<file path="src/rtl/div_issue_queue.sv">
// Issue queue for the 8-bit serial divider: FIFO of tagged operand pairs, one op in flight,
// result returned over valid/ready. Optional macro DIV_ZERO_BYPASS_EN answers b=0 locally.
module div_issue_queue #(
    parameter int DEPTH = 4,
    parameter int TAG_W = 4
) (
    input  logic             I_clk,
    input  logic             I_rst_p,
    input  logic             I_req_valid,
    output logic             O_req_ready,
    input  logic [7:0]       I_req_a,
    input  logic [7:0]       I_req_b,
    input  logic [TAG_W-1:0] I_req_tag,
    output logic             O_div_valid,
    output logic [7:0]       O_div_a,
    output logic [7:0]       O_div_b,
    input  logic             I_div_valid,
    input  logic [7:0]       I_div_shang,
    input  logic [7:0]       I_div_yushu,
    output logic             O_res_valid,
    input  logic             I_res_ready,
    output logic [7:0]       O_res_quot,
    output logic [7:0]       O_res_rem,
    output logic [TAG_W-1:0] O_res_tag,
    output logic             O_res_dz,
    output logic             O_busy
);
    localparam int AW = $clog2(DEPTH);
    localparam int EW = TAG_W + 16;

    typedef enum logic [1:0] {IDLE, ISSUE, WAIT, HOLD} state_t;

    // Handshakes: a transfer happens on a rising edge where both valid and ready are high;
    // valid never waits on ready, and payload stays stable while valid is held.
    state_t            r_state;
    logic [EW-1:0]     r_mem [DEPTH];
    logic [AW:0]       r_wptr;
    logic [AW:0]       r_rptr;
    logic              r_div_valid;
    logic [7:0]        r_div_a;
    logic [7:0]        r_div_b;
    logic [TAG_W-1:0]  r_iss_tag;
    logic              r_res_valid;
    logic [7:0]        r_res_quot;
    logic [7:0]        r_res_rem;
    logic [TAG_W-1:0]  r_res_tag;
`ifdef DIV_ZERO_BYPASS_EN
    logic              r_res_dz;
`endif

    logic              w_full;
    logic              w_empty;
    logic              w_push;
    logic [EW-1:0]     w_head;
    logic [7:0]        w_head_a;
    logic [7:0]        w_head_b;
    logic [TAG_W-1:0]  w_head_tag;

    assign w_empty    = (r_wptr == r_rptr);
    assign w_full     = (r_wptr[AW] != r_rptr[AW]) && (r_wptr[AW-1:0] == r_rptr[AW-1:0]);
    assign w_push     = I_req_valid && !w_full;
    assign w_head     = r_mem[r_rptr[AW-1:0]];
    assign w_head_a   = w_head[7:0];
    assign w_head_b   = w_head[15:8];
    assign w_head_tag = w_head[EW-1:16];

    always_ff @(posedge I_clk) begin
        if (w_push) begin
            r_mem[r_wptr[AW-1:0]] <= {I_req_tag, I_req_b, I_req_a};
        end
    end

    always_ff @(posedge I_clk or posedge I_rst_p) begin
        if (I_rst_p) begin
            r_wptr <= '0;
        end else if (w_push) begin
            r_wptr <= r_wptr + 1'b1;
        end
    end

    // The read pointer advances only on an IDLE pop, so it lives with the FSM.
    always_ff @(posedge I_clk or posedge I_rst_p) begin
        if (I_rst_p) begin
            r_state     <= IDLE;
            r_rptr      <= '0;
            r_div_valid <= 1'b0;
            r_div_a     <= '0;
            r_div_b     <= '0;
            r_iss_tag   <= '0;
            r_res_valid <= 1'b0;
            r_res_quot  <= '0;
            r_res_rem   <= '0;
            r_res_tag   <= '0;
`ifdef DIV_ZERO_BYPASS_EN
            r_res_dz    <= 1'b0;
`endif
        end else begin
            r_div_valid <= 1'b0;
            case (r_state)
                IDLE: begin
                    if (!w_empty) begin
                        r_rptr    <= r_rptr + 1'b1;
                        r_iss_tag <= w_head_tag;
`ifdef DIV_ZERO_BYPASS_EN
                        if (w_head_b == 8'd0) begin
                            r_res_quot  <= 8'hFF;
                            r_res_rem   <= w_head_a;
                            r_res_tag   <= w_head_tag;
                            r_res_dz    <= 1'b1;
                            r_res_valid <= 1'b1;
                            r_state     <= HOLD;
                        end else
`endif
                        begin
                            r_div_a     <= w_head_a;
                            r_div_b     <= w_head_b;
                            r_div_valid <= 1'b1;
                            r_state     <= ISSUE;
                        end
                    end
                end
                ISSUE: begin
                    r_state <= WAIT;
                end
                WAIT: begin
                    if (I_div_valid) begin
                        r_res_quot  <= I_div_shang;
                        r_res_rem   <= I_div_yushu;
                        r_res_tag   <= r_iss_tag;
`ifdef DIV_ZERO_BYPASS_EN
                        r_res_dz    <= 1'b0;
`endif
                        r_res_valid <= 1'b1;
                        r_state     <= HOLD;
                    end
                end
                HOLD: begin
                    if (I_res_ready) begin
                        r_res_valid <= 1'b0;
                        r_state     <= IDLE;
                    end
                end
                default: r_state <= IDLE;
            endcase
        end
    end

    assign O_req_ready = !w_full;
    assign O_div_valid = r_div_valid;
    assign O_div_a     = r_div_a;
    assign O_div_b     = r_div_b;
    assign O_res_valid = r_res_valid;
    assign O_res_quot  = r_res_quot;
    assign O_res_rem   = r_res_rem;
    assign O_res_tag   = r_res_tag;
`ifdef DIV_ZERO_BYPASS_EN
    assign O_res_dz    = r_res_dz;
`else
    assign O_res_dz    = 1'b0;
`endif
    assign O_busy      = (r_state != IDLE) || !w_empty;

endmodule

</file>
<file path="config.mk">
export PLATFORM = sky130hd
export DESIGN_NAME = div_issue_queue
export DESIGN_NICKNAME = d
export VERILOG_FILES = /design/src/rtl/div_issue_queue.sv
export SDC_FILE = /design/constraint.sdc
export NUM_CORES = 1
export LEC_CHECK = 0
export CAP_MARGIN = 20
export CORE_MARGIN = 1.5
export CORE_UTILIZATION = 48
export DETAILED_ROUTE_END_ITERATION = 7
export PLACE_DENSITY = 0.87
export SYNTH_ARGS = -nofsm -noshare
export SYNTH_HDL_FRONTEND = slang
export SYNTH_SLANG_ARGS = --single-unit
</file>
<file path="constraint.sdc">
create_clock -name I_clk -period 1.8 [get_ports I_clk]
set_input_delay 0.36 -clock I_clk [delete_from_list [all_inputs] [get_ports I_clk]]
set_output_delay 0.36 -clock I_clk [all_outputs]
set_load 0.05 [all_outputs]
</file>
=== Word level (Yosys, flattened, before mapping) ===
Memories as Yosys holds them, arrays and structs flattened. A register that Yosys moved wholly into a read port is not among the register bits.
Cells that the tools add are included.

* Output and inout bits: 41
* Input bits: 41
* Word-level logic and storage cells: 44
* Register bits: 30
* RAM bits: 80
* Memories kept: 1

{| class="wikitable"
|+ Memory list
! memory !! depth !! bits a word !! rd ports !! clocked after Yosys merged registers in !! wr ports !! RTL line !! source
|-
| r_mem || 4 || 20 || 1 || 1 || 1 || 36 || <nowiki>logic [EW-1:0] r_mem [DEPTH];</nowiki>
|}

* Equality and inequality tests: 9
* Bitwise logic cells: 1
* Reductions and logical operators: 12
* Muxes and demuxes: 11
* Add/sub/neg operators: 2

{| class="wikitable"
|+ Operators with widths
! kind !! count
|-
| $pmux W2 S4 || 1
|-
| $add A3 B1 Y3 const B || 2
|-
| $mux W1 || 6
|-
| $mux W2 || 3
|-
| $ne A2 B2 Y1 const B || 3
|-
| $reduce_and A3 Y1 || 2
|-
| $eq A2 B2 Y1 const B || 2
|-
| $reduce_and A2 Y1 || 2
|-
| $reduce_bool A2 Y1 || 2
|-
| $eq A3 B3 Y1 || 1
|-
| $eq A2 B1 Y1 const B || 1
|-
| $eq A2 B2 Y1 || 1
|-
| $logic_and A1 B1 Y1 || 2
|-
| $logic_not A1 Y1 || 2
|-
| $logic_not A2 Y1 || 1
|-
| $pmux W1 S2 || 1
|-
| $logic_or A1 B1 Y1 || 1
|-
| $ne A1 B1 Y1 || 1
|-
| $not A1 Y1 || 1
|}

=== Logic depth before layout (Yosys ltp) ===
Gate-level depths: netlist (run 1).

* Depth in word-level cells: 6
* Gate-level depth with buffers: 7
* Gate-level depth less buffers: 6

=== Worst setup path after synthesis (run 1) ===
Ideal clock, no wire load.

* Path kind: register to register
* From: reg r_rptr[2]
* To: mem r_mem[3][0] (netlist name), enable pin
* Arrival time: 1.912 ns
* Path slack: -0.491 ns
* Required time: 1.420 ns
* Clock period less this slack: 2.291 ns
* Path buffers: 0
* Cell stages (with the launch flop): 4
* Setup time: 0.380 ns
* Path through: dfrtp_1 > xnor2_1 > nand3b_1 > and3_1

* Word-level cells in the longest chain between the ends: 6

{| class="wikitable"
|+ Ends and longest elaborated chain
! what !! RTL line !! source
|-
| start: declaration || 38 || <nowiki>logic [AW:0] r_rptr;</nowiki>
|-
| start signal: assignment || 102 || <nowiki>r_rptr <= r_rptr + 1'b1;</nowiki>
|-
| $ne A1 B1 Y1 || 60 || <nowiki>assign w_full = (r_wptr[AW] != r_rptr[AW]) && (r_wptr[AW-1:0] == r_rptr[AW-1:0]);</nowiki>
|-
| $logic_and A1 B1 Y1 || 60 ||
|-
| $logic_not A1 Y1 || - ||
|-
| net O_req_ready || 10 || <nowiki>output logic O_req_ready,</nowiki>
|-
| $logic_and A1 B1 Y1 || 61 || <nowiki>assign w_push = I_req_valid && !w_full;</nowiki>
|-
| $mux W1 || 68 || <nowiki>if (w_push) begin</nowiki>
|-
| $mux W1 (implied by the code) || 69 || <nowiki>r_mem[r_wptr[AW-1:0]] <= {I_req_tag, I_req_b, I_req_a};</nowiki>
|-
| end: declaration || 36 ||
|}

The timed path passes the listed nets, and every way through them passes these cells.

=== Worst setup path in the final report (run 1) ===
* From: reg r_rptr[1]
* To: out O_busy

* Word-level cells in the longest chain between the ends: 3

{| class="wikitable"
|+ Ends and longest elaborated chain
! what !! RTL line !! source
|-
| $eq A3 B3 Y1 || 59 || <nowiki>assign w_empty = (r_wptr == r_rptr);</nowiki>
|-
| $logic_not A1 Y1 || 161 || <nowiki>assign O_busy = (r_state != IDLE) || !w_empty;</nowiki>
|-
| $logic_or A1 B1 Y1 || 161 ||
|-
| end: declaration || 26 || <nowiki>output logic O_busy</nowiki>
|}

Every way passes these cells.

==> flow_summary.toml, run 1 <==
[status]
status = "finished, violations left"
violations = "setup timing"

[cells_and_area]
area_delta_synth_final_pct = 33.32
multi_input_area_mm2 = 0.001300
drive_gt1_share_pct = 44.54
fill_cells = 650
fin_util_pct = 66.73
diodes = 0
register_area_mm2 = 0.003657
nets = 403

[sta]
fin_ws_ns = -0.2173
finalClockSkew_ns = 0.007676
fin_tns_setup_ns = -0.7699
period_minus_slack_ns = 2.017
rsz0062_at_grt = "yes"
fmax_mhz = 495.7
final_max_slew_viol_count = 0
setup_viol = 35
hold_viol = 0
min_period_over_period_pct = 112.1

[logic_synthesis]
synth_seq_area_share_pct = 73.66
synth.most_common_cell = "edfxtp_1"
synth_edf_count = 80
synthesis.nets = 294
yosysTopAreaCellShare_pct = 48.44
avgSynthCellArea_um2 = 20.33
ys_types = 23
async_reset_ff_share_pct = 38.46
syn_area_mm2 = 0.004960
synth-seq-cells = 130
synthCells = 244
synth.largest_area_cell = "edfxtp_1"
ys.flop_type = "edfxtp_1"
synth.area.top_cells = "edfxtp_1 48%, dfrtp_1 25%, mux2_2 9.8%"
yosys-top-cells-count = "80 x edfxtp_1, 50 x dfrtp_1, 43 x mux2_2"
synth_warnings = 0

[grt]
grt_max_degree = 51
antenna_found_initial = 0
grt_pass1_vias = 2794
grt_overflow = 0
use_met3_pct = 6.114
grt_pass1_wl_um = 14950
gr-usage-met2_pct = 32.05
grt_usage_pct = 18.77
top_usage_layer = "met2"
grt_util_met1_pct = 21.80

[setup_path]
worst_ep_required_time_ns = 1.44
path_delay_family = "flip-flops"
crit_path_max_fanout = 3
critPathSlowestCell = "dfrtp_1"
r2r_slack_ns = -0.02
crit_buf_inv = 1
r2r_start = "r_rptr[2]$_DFFE_PP0P_"
crit_chain = "xnor2_2 -> nand4_1 -> buf_12"
cp-end-kind = "output port"
rr_endpoint = "r_mem[2][17]$_DFFE_PP_"
cp-start-kind = "flop"
cp_data_arrival_time_ns = 1.66
critPathKind = "reg2out"
max_stage_delay_ns = 0.43
rr_worst_depth = 5

[routing]
routed_wl_um = 9727
drc = 0
antenna_left = 0
vias_per_cell = 5.208
wire_per_inst_um = 19.49
dr.pass1.iters = 4
via_count = 2599
drt-initial-drc-count = 127

[clock_tree]
clk_path_buf_depth = 2
cts_made_buffers = 17
clock_latency_ns = 0.51
clockRootBuffer = "clkbuf_8"
cts_num_sinks = 130
h-tree-depth = 4
tritoncts = "built"
clkTransAtPathRegs_ns = 0.06

[placement]
io_buffers = 80
dp_hpwl_um = 5284
routabilityCongestion = 0.6748

[min_path]
min_path_type = "in2async"

[pwr]
total_leakage_power_nw = 2.553
powerDensity_mw_per_mm2 = 2085
peakVddDrop_v = 0.001061

[floorplan]
die_h_um = 104.7
num_io_pins = 82
die_area_mm2 = 0.01095
coreArea_mm2 = 0.009910
die_width_um = 104.7
start_util_pct = 50.05
core.rowCount = 36

[job]
drv_cap = 0
==> metal layers <==
layer	vias up	routed length [um]
met5	-	0
met4	0	180
met3	14	537
met2	95	5181
met1	1332	3828
li1	1158	-
==> kinds of logic (layout without fill, tap and decap cells) <==
family,Yosys count,in the layout,share of synthesized area [%]
muxes,64,64,19.05
buffers and inverters,17,138,1.640
xor gates and xnor gates,7,7,1.236
AOI/OAI and AO/OA,5,5,0.9081
DFF,130,130,73.66
adders and majority gates,9,9,2.270
and+or+nand+nor,11,12,1.160
other,1,1,0.07561
==> flip-flops by register name (all words and copies together) (netlist names) <==
register and cells:
r_wptr 3, O_res_rem 8, r_rptr 3, O_res_valid 1, O_res_quot 8, r_iss_tag 4
O_div_valid 1, O_div_b 8, O_res_tag 4, r_state 2, r_mem 80, O_div_a 8
==> worst max path at each step <==
stage,cells past startpoint,startpoint,to,slack (ns)
6_report,3,r_rptr[1]$_DFFE_PP0P_,O_busy,-0.22
3_5_place_dp,3,r_rptr[2]$_DFFE_PP0P_,r_mem[3][14]$_DFFE_PP_,0.07
2_1_floorplan,4,r_wptr[0]$_DFFE_PP0N_,r_wptr[2]$_DFFE_PP0N_,-0.17
4_1_cts,3,r_rptr[1]$_DFFE_PP0P_,O_busy,-0.21
3_3_place_gp,2,I_req_valid,r_mem[3][14]$_DFFE_PP_,0.12
5_1_grt,3,r_rptr[1]$_DFFE_PP0P_,O_busy,-0.26
==> stage by stage <==
stage          total power, mW  setup slack, ns  instances  hold slack (ns)  area [um2]
2_1_floorplan            8.629          -0.1661        244           0.4589        5014
3_3_place_gp             10.14           0.1205        455           0.4869        5958
3_5_place_dp             10.32          0.07107        455           0.4932        5958
4_1_cts                  13.75          -0.2099        494           0.2254        6564
5_1_grt                  14.43          -0.2593        499           0.2400        6613
6_report                 13.78          -0.2173        499           0.2280        6613
==> layout by cell type, fill, tap and decap left out, drive strengths merged, types with 2 or more instances in the layout <==
cell type / n
mux2: 43
nand2: 4
clkinv: 11
buf: 58
inv: 8
ha: 9
xor2: 2
and3: 5
bufinv: 2
xnor2: 5
edfxtp: 80
clkbuf: 19
mux4: 20
clkdlybuf4s50: 40
dfrtp: 50
o21ai: 2
==> power breakdown <==
part           leakage (nW)  internal, mW  total (mW)  switching (mW)
Clock                 0.271          1.94        3.12            1.18
Sequential             1.32          4.25        4.72           0.468
Combinational         0.964          2.60        5.95            3.35
Total                  2.55          8.79        13.8            5.00
==> worst min-delay path, delay by kind of cell <==
kind	cells	cell delay (ns)
buffers and inverters	3	0.76
==> repair_timing <==
item,4_1_cts,5_1_grt
pin swaps,5,7
endpoints found under the setup margin,2,15
hold buffers,0,0
buffers inserted,7,4
resized for setup,3,3
cloned,0,1
==> final cells by class <==
| type | count | area share, % |
|---|---|---|
| Clock buffer | 19 | 6.377 |
| Clock inverter | 13 | 1.798 |
| Inverter | 8 | 0.4541 |
| Multi-Input combinational cell | 98 | 19.66 |
| Sequential cell | 130 | 55.31 |
| Tap cell | 133 | 2.517 |
| Timing Repair Buffer | 98 | 13.89 |
Power figures use the tool's default switching activity.
==> run 2: changes to the inputs <==
Settings changed: ABC_AREA set to 1.
==> flow_summary.toml, run 2 <==
[status]
status = "finished, violations left"
violations = "setup timing"

[logic_synthesis]
synth_warnings = 0
synthCells = 406
synthesis.nets = 456
synth-seq-cells = 130
avgSynthCellArea_um2 = 12.60
ys.flop_type = "edfxtp_1"
async_reset_ff_share_pct = 38.46
synth.area.top_cells = "edfxtp_1 47%, dfrtp_1 24%, nand2_1 6.3%"
synth_seq_area_share_pct = 71.39
synth_edf_count = 80
syn_area_mm2 = 0.005117
ys_types = 27
yosysTopAreaCellShare_pct = 46.94
yosys-top-cells-count = "86 x nand2_1, 80 x edfxtp_1, 50 x dfrtp_1"
synth.most_common_cell = "nand2_1"
synth.largest_area_cell = "edfxtp_1"

[grt]
grt_pass1_wl_um = 17650
top_usage_layer = "met2"
grt_usage_pct = 21.17
grt_util_met1_pct = 23.22
use_met3_pct = 5.763
antenna_found_initial = 0
grt_pass1_vias = 3638
grt_max_degree = 42
gr-usage-met2_pct = 37.14
grt_overflow = 0

[setup_path]
rr_worst_depth = 7
crit_chain = "inv_2 -> nand2_4 -> nand2_2 -> nand4_1 -> buf_12"
cp-end-kind = "output port"
worst_ep_required_time_ns = 1.44
critPathKind = "reg2out"
cp_data_arrival_time_ns = 1.60
crit_buf_inv = 2
max_stage_delay_ns = 0.44
critPathSlowestCell = "dfrtp_2"
r2r_start = "r_wptr[1]$_DFFE_PP0N_"
path_delay_family = "flip-flops"
crit_cells = 5
rr_endpoint = "r_mem[0][9]$_DFFE_PP_"
r2r_slack_ns = 0.07
cp-start-kind = "flop"
crit_path_max_fanout = 4

[placement]
routabilityCongestion = 0.8102
io_buffers = 80
dp_hpwl_um = 6702
dp_slack_ns = 0.07394

[cells_and_area]
final_common_cell = "nand2_1"
drive_gt1_share_pct = 28.30
fill_cells = 683
nets = 567
layout_common_cells = "82 x nand2_1, 80 x edfxtp_1, 64 x buf_4"
area_delta_synth_final_pct = 34.43
diodes = 0
largest_reg_flops = 80

[clock_tree]
clkTransAtPathRegs_ns = 0.06
clk_path_buf_depth = 2
clock_latency_ns = 0.52
hold_buffers = 0
h-tree-depth = 4
cts_num_sinks = 130
cts_made_buffers = 17
clockRootBuffer = "clkbuf_8"
tritoncts = "built"

[floorplan]
start_util_pct = 49.57
core.rowCount = 37
die_area_mm2 = 0.01129
die_h_um = 106.3
num_io_pins = 82
coreArea_mm2 = 0.01032
die_width_um = 106.3

[routing]
wire_per_inst_um = 16.99
drc = 0
via_count = 3493
vias_per_cell = 5.245
antenna_left = 0
drt-initial-drc-count = 235
dr.pass1.iters = 4
routed_wl_um = 11320

[sta]
fmax_mhz = 509.5
min_period_over_period_pct = 109.0
hold_viol = 0
fin_ws_ns = -0.1627
finalClockSkew_ns = 0.006082
setup_viol = 2
rsz0062_at_grt = "yes"
period_minus_slack_ns = 1.963
final_max_slew_viol_count = 0

[min_path]
min_path_type = "in2async"

[pwr]
peakVddDrop_v = 0.001082
total_leakage_power_nw = 2.858
powerDensity_mw_per_mm2 = 2054
finalPower_mw = 14.13

[job]
drv_cap = 0
-- run 2: logic make-up (layout without fill, tap and decap cells) --
group / count (synthesis) / after routing / synth area share, %
AND/OR/NAND/NOR: 142 / 142 / 11.12
flip-flops: 130 / 130 / 71.39
AO/OA/AOI/OAI: 64 / 64 / 6.748
buffers and inverters: 37 / 161 / 3.398
multiplexers: 20 / 20 / 4.401
adder cells (fa/ha/maj): 9 / 9 / 2.201
XOR/XNOR: 3 / 3 / 0.6603
other: 1 / 1 / 0.07328
-- run 2: worst reg2reg max path, stage by stage (launching register included) --
cell and delay, ns:
dfrtp_2 0.44, xnor2_4 0.15, buf_4 0.15, nand4_4 0.10, buf_4 0.15, nand2_4 0.11, nor2_4 0.17, buf_12 0.16
-- run 2: cell type report --
class	count	area, um2	share of cell area, %
repair buffers	112	1041	15.13
inverters	17	66.31	0.9640
flip-flops and latches	130	3657	53.16
clock buffers	19	452.9	6.584
clock inverters	13	118.9	1.728
well taps	136	170.2	2.474
multi-input cells	239	1373	19.95
-- run 2: per-layer routing --
layer	vias to the layer above	wire, um	share of wire [%]
li1	1623	-	-
met1	1698	4270	38
met2	152	5942	53
met3	20	850	7.5
met4	0	253	2.2
met5	-	0	0
-- run 2: metrics by stage --
stage | std cells | area (um2) | utilization, % | TNS (ns) | hold slack [ns]
after CTS | 660 | 6820 | 66.06 | -0.2796 | 0.1023
after global placement | 618 | 6147 | 59.54 | 0 | 0.4631
after detailed placement | 618 | 6147 | 59.54 | 0 | 0.4659
after floorplan | 406 | 5164 | - | 0 | 0.4450
after global routing | 666 | 6879 | 66.63 | -0.4109 | 0.1264
final | 666 | 6879 | 66.63 | -0.2964 | 0.1182
-- run 2: worst max path at each step --
stage	from	end	slack, ns
4_1_cts	r_state[1]$_DFFE_PP0P_	O_busy	-0.17
6_report	r_rptr[2]$_DFFE_PP0P_	O_busy	-0.16
3_5_place_dp	I_req_valid	r_mem[0][4]$_DFFE_PP_	0.07
2_1_floorplan	r_rptr[0]$_DFFE_PP0P_	r_mem[0][0]$_DFFE_PP_	0.02
3_3_place_gp	I_req_valid	r_mem[0][4]$_DFFE_PP_	0.1
5_1_grt	r_state[1]$_DFFE_PP0P_	O_busy	-0.22
-- run 2: timing repair --
item                                   4_1_cts  5_1_grt
setup buffers                               10        6
setup endpoints to repair                    2        2
pin swaps                                    4        6
endpoints found under the hold margin        0        0
gates resized for setup                      8        7
-- run 2: where the power goes --
| group | leakage, nW | switching, mW | internal (mW) |
|---|---|---|---|
| combinational | 1.23 | 4.03 | 2.20 |
| clock | 0.290 | 1.31 | 1.97 |
| sequential | 1.34 | 0.445 | 4.17 |
| total | 2.86 | 5.79 | 8.34 |
==> run 3: changes to the inputs <==
Settings changed: ABC_AREA 1 to unset.
==> results of run 3 <==
Final layout, timing and power as in run 1 (identical DEF).
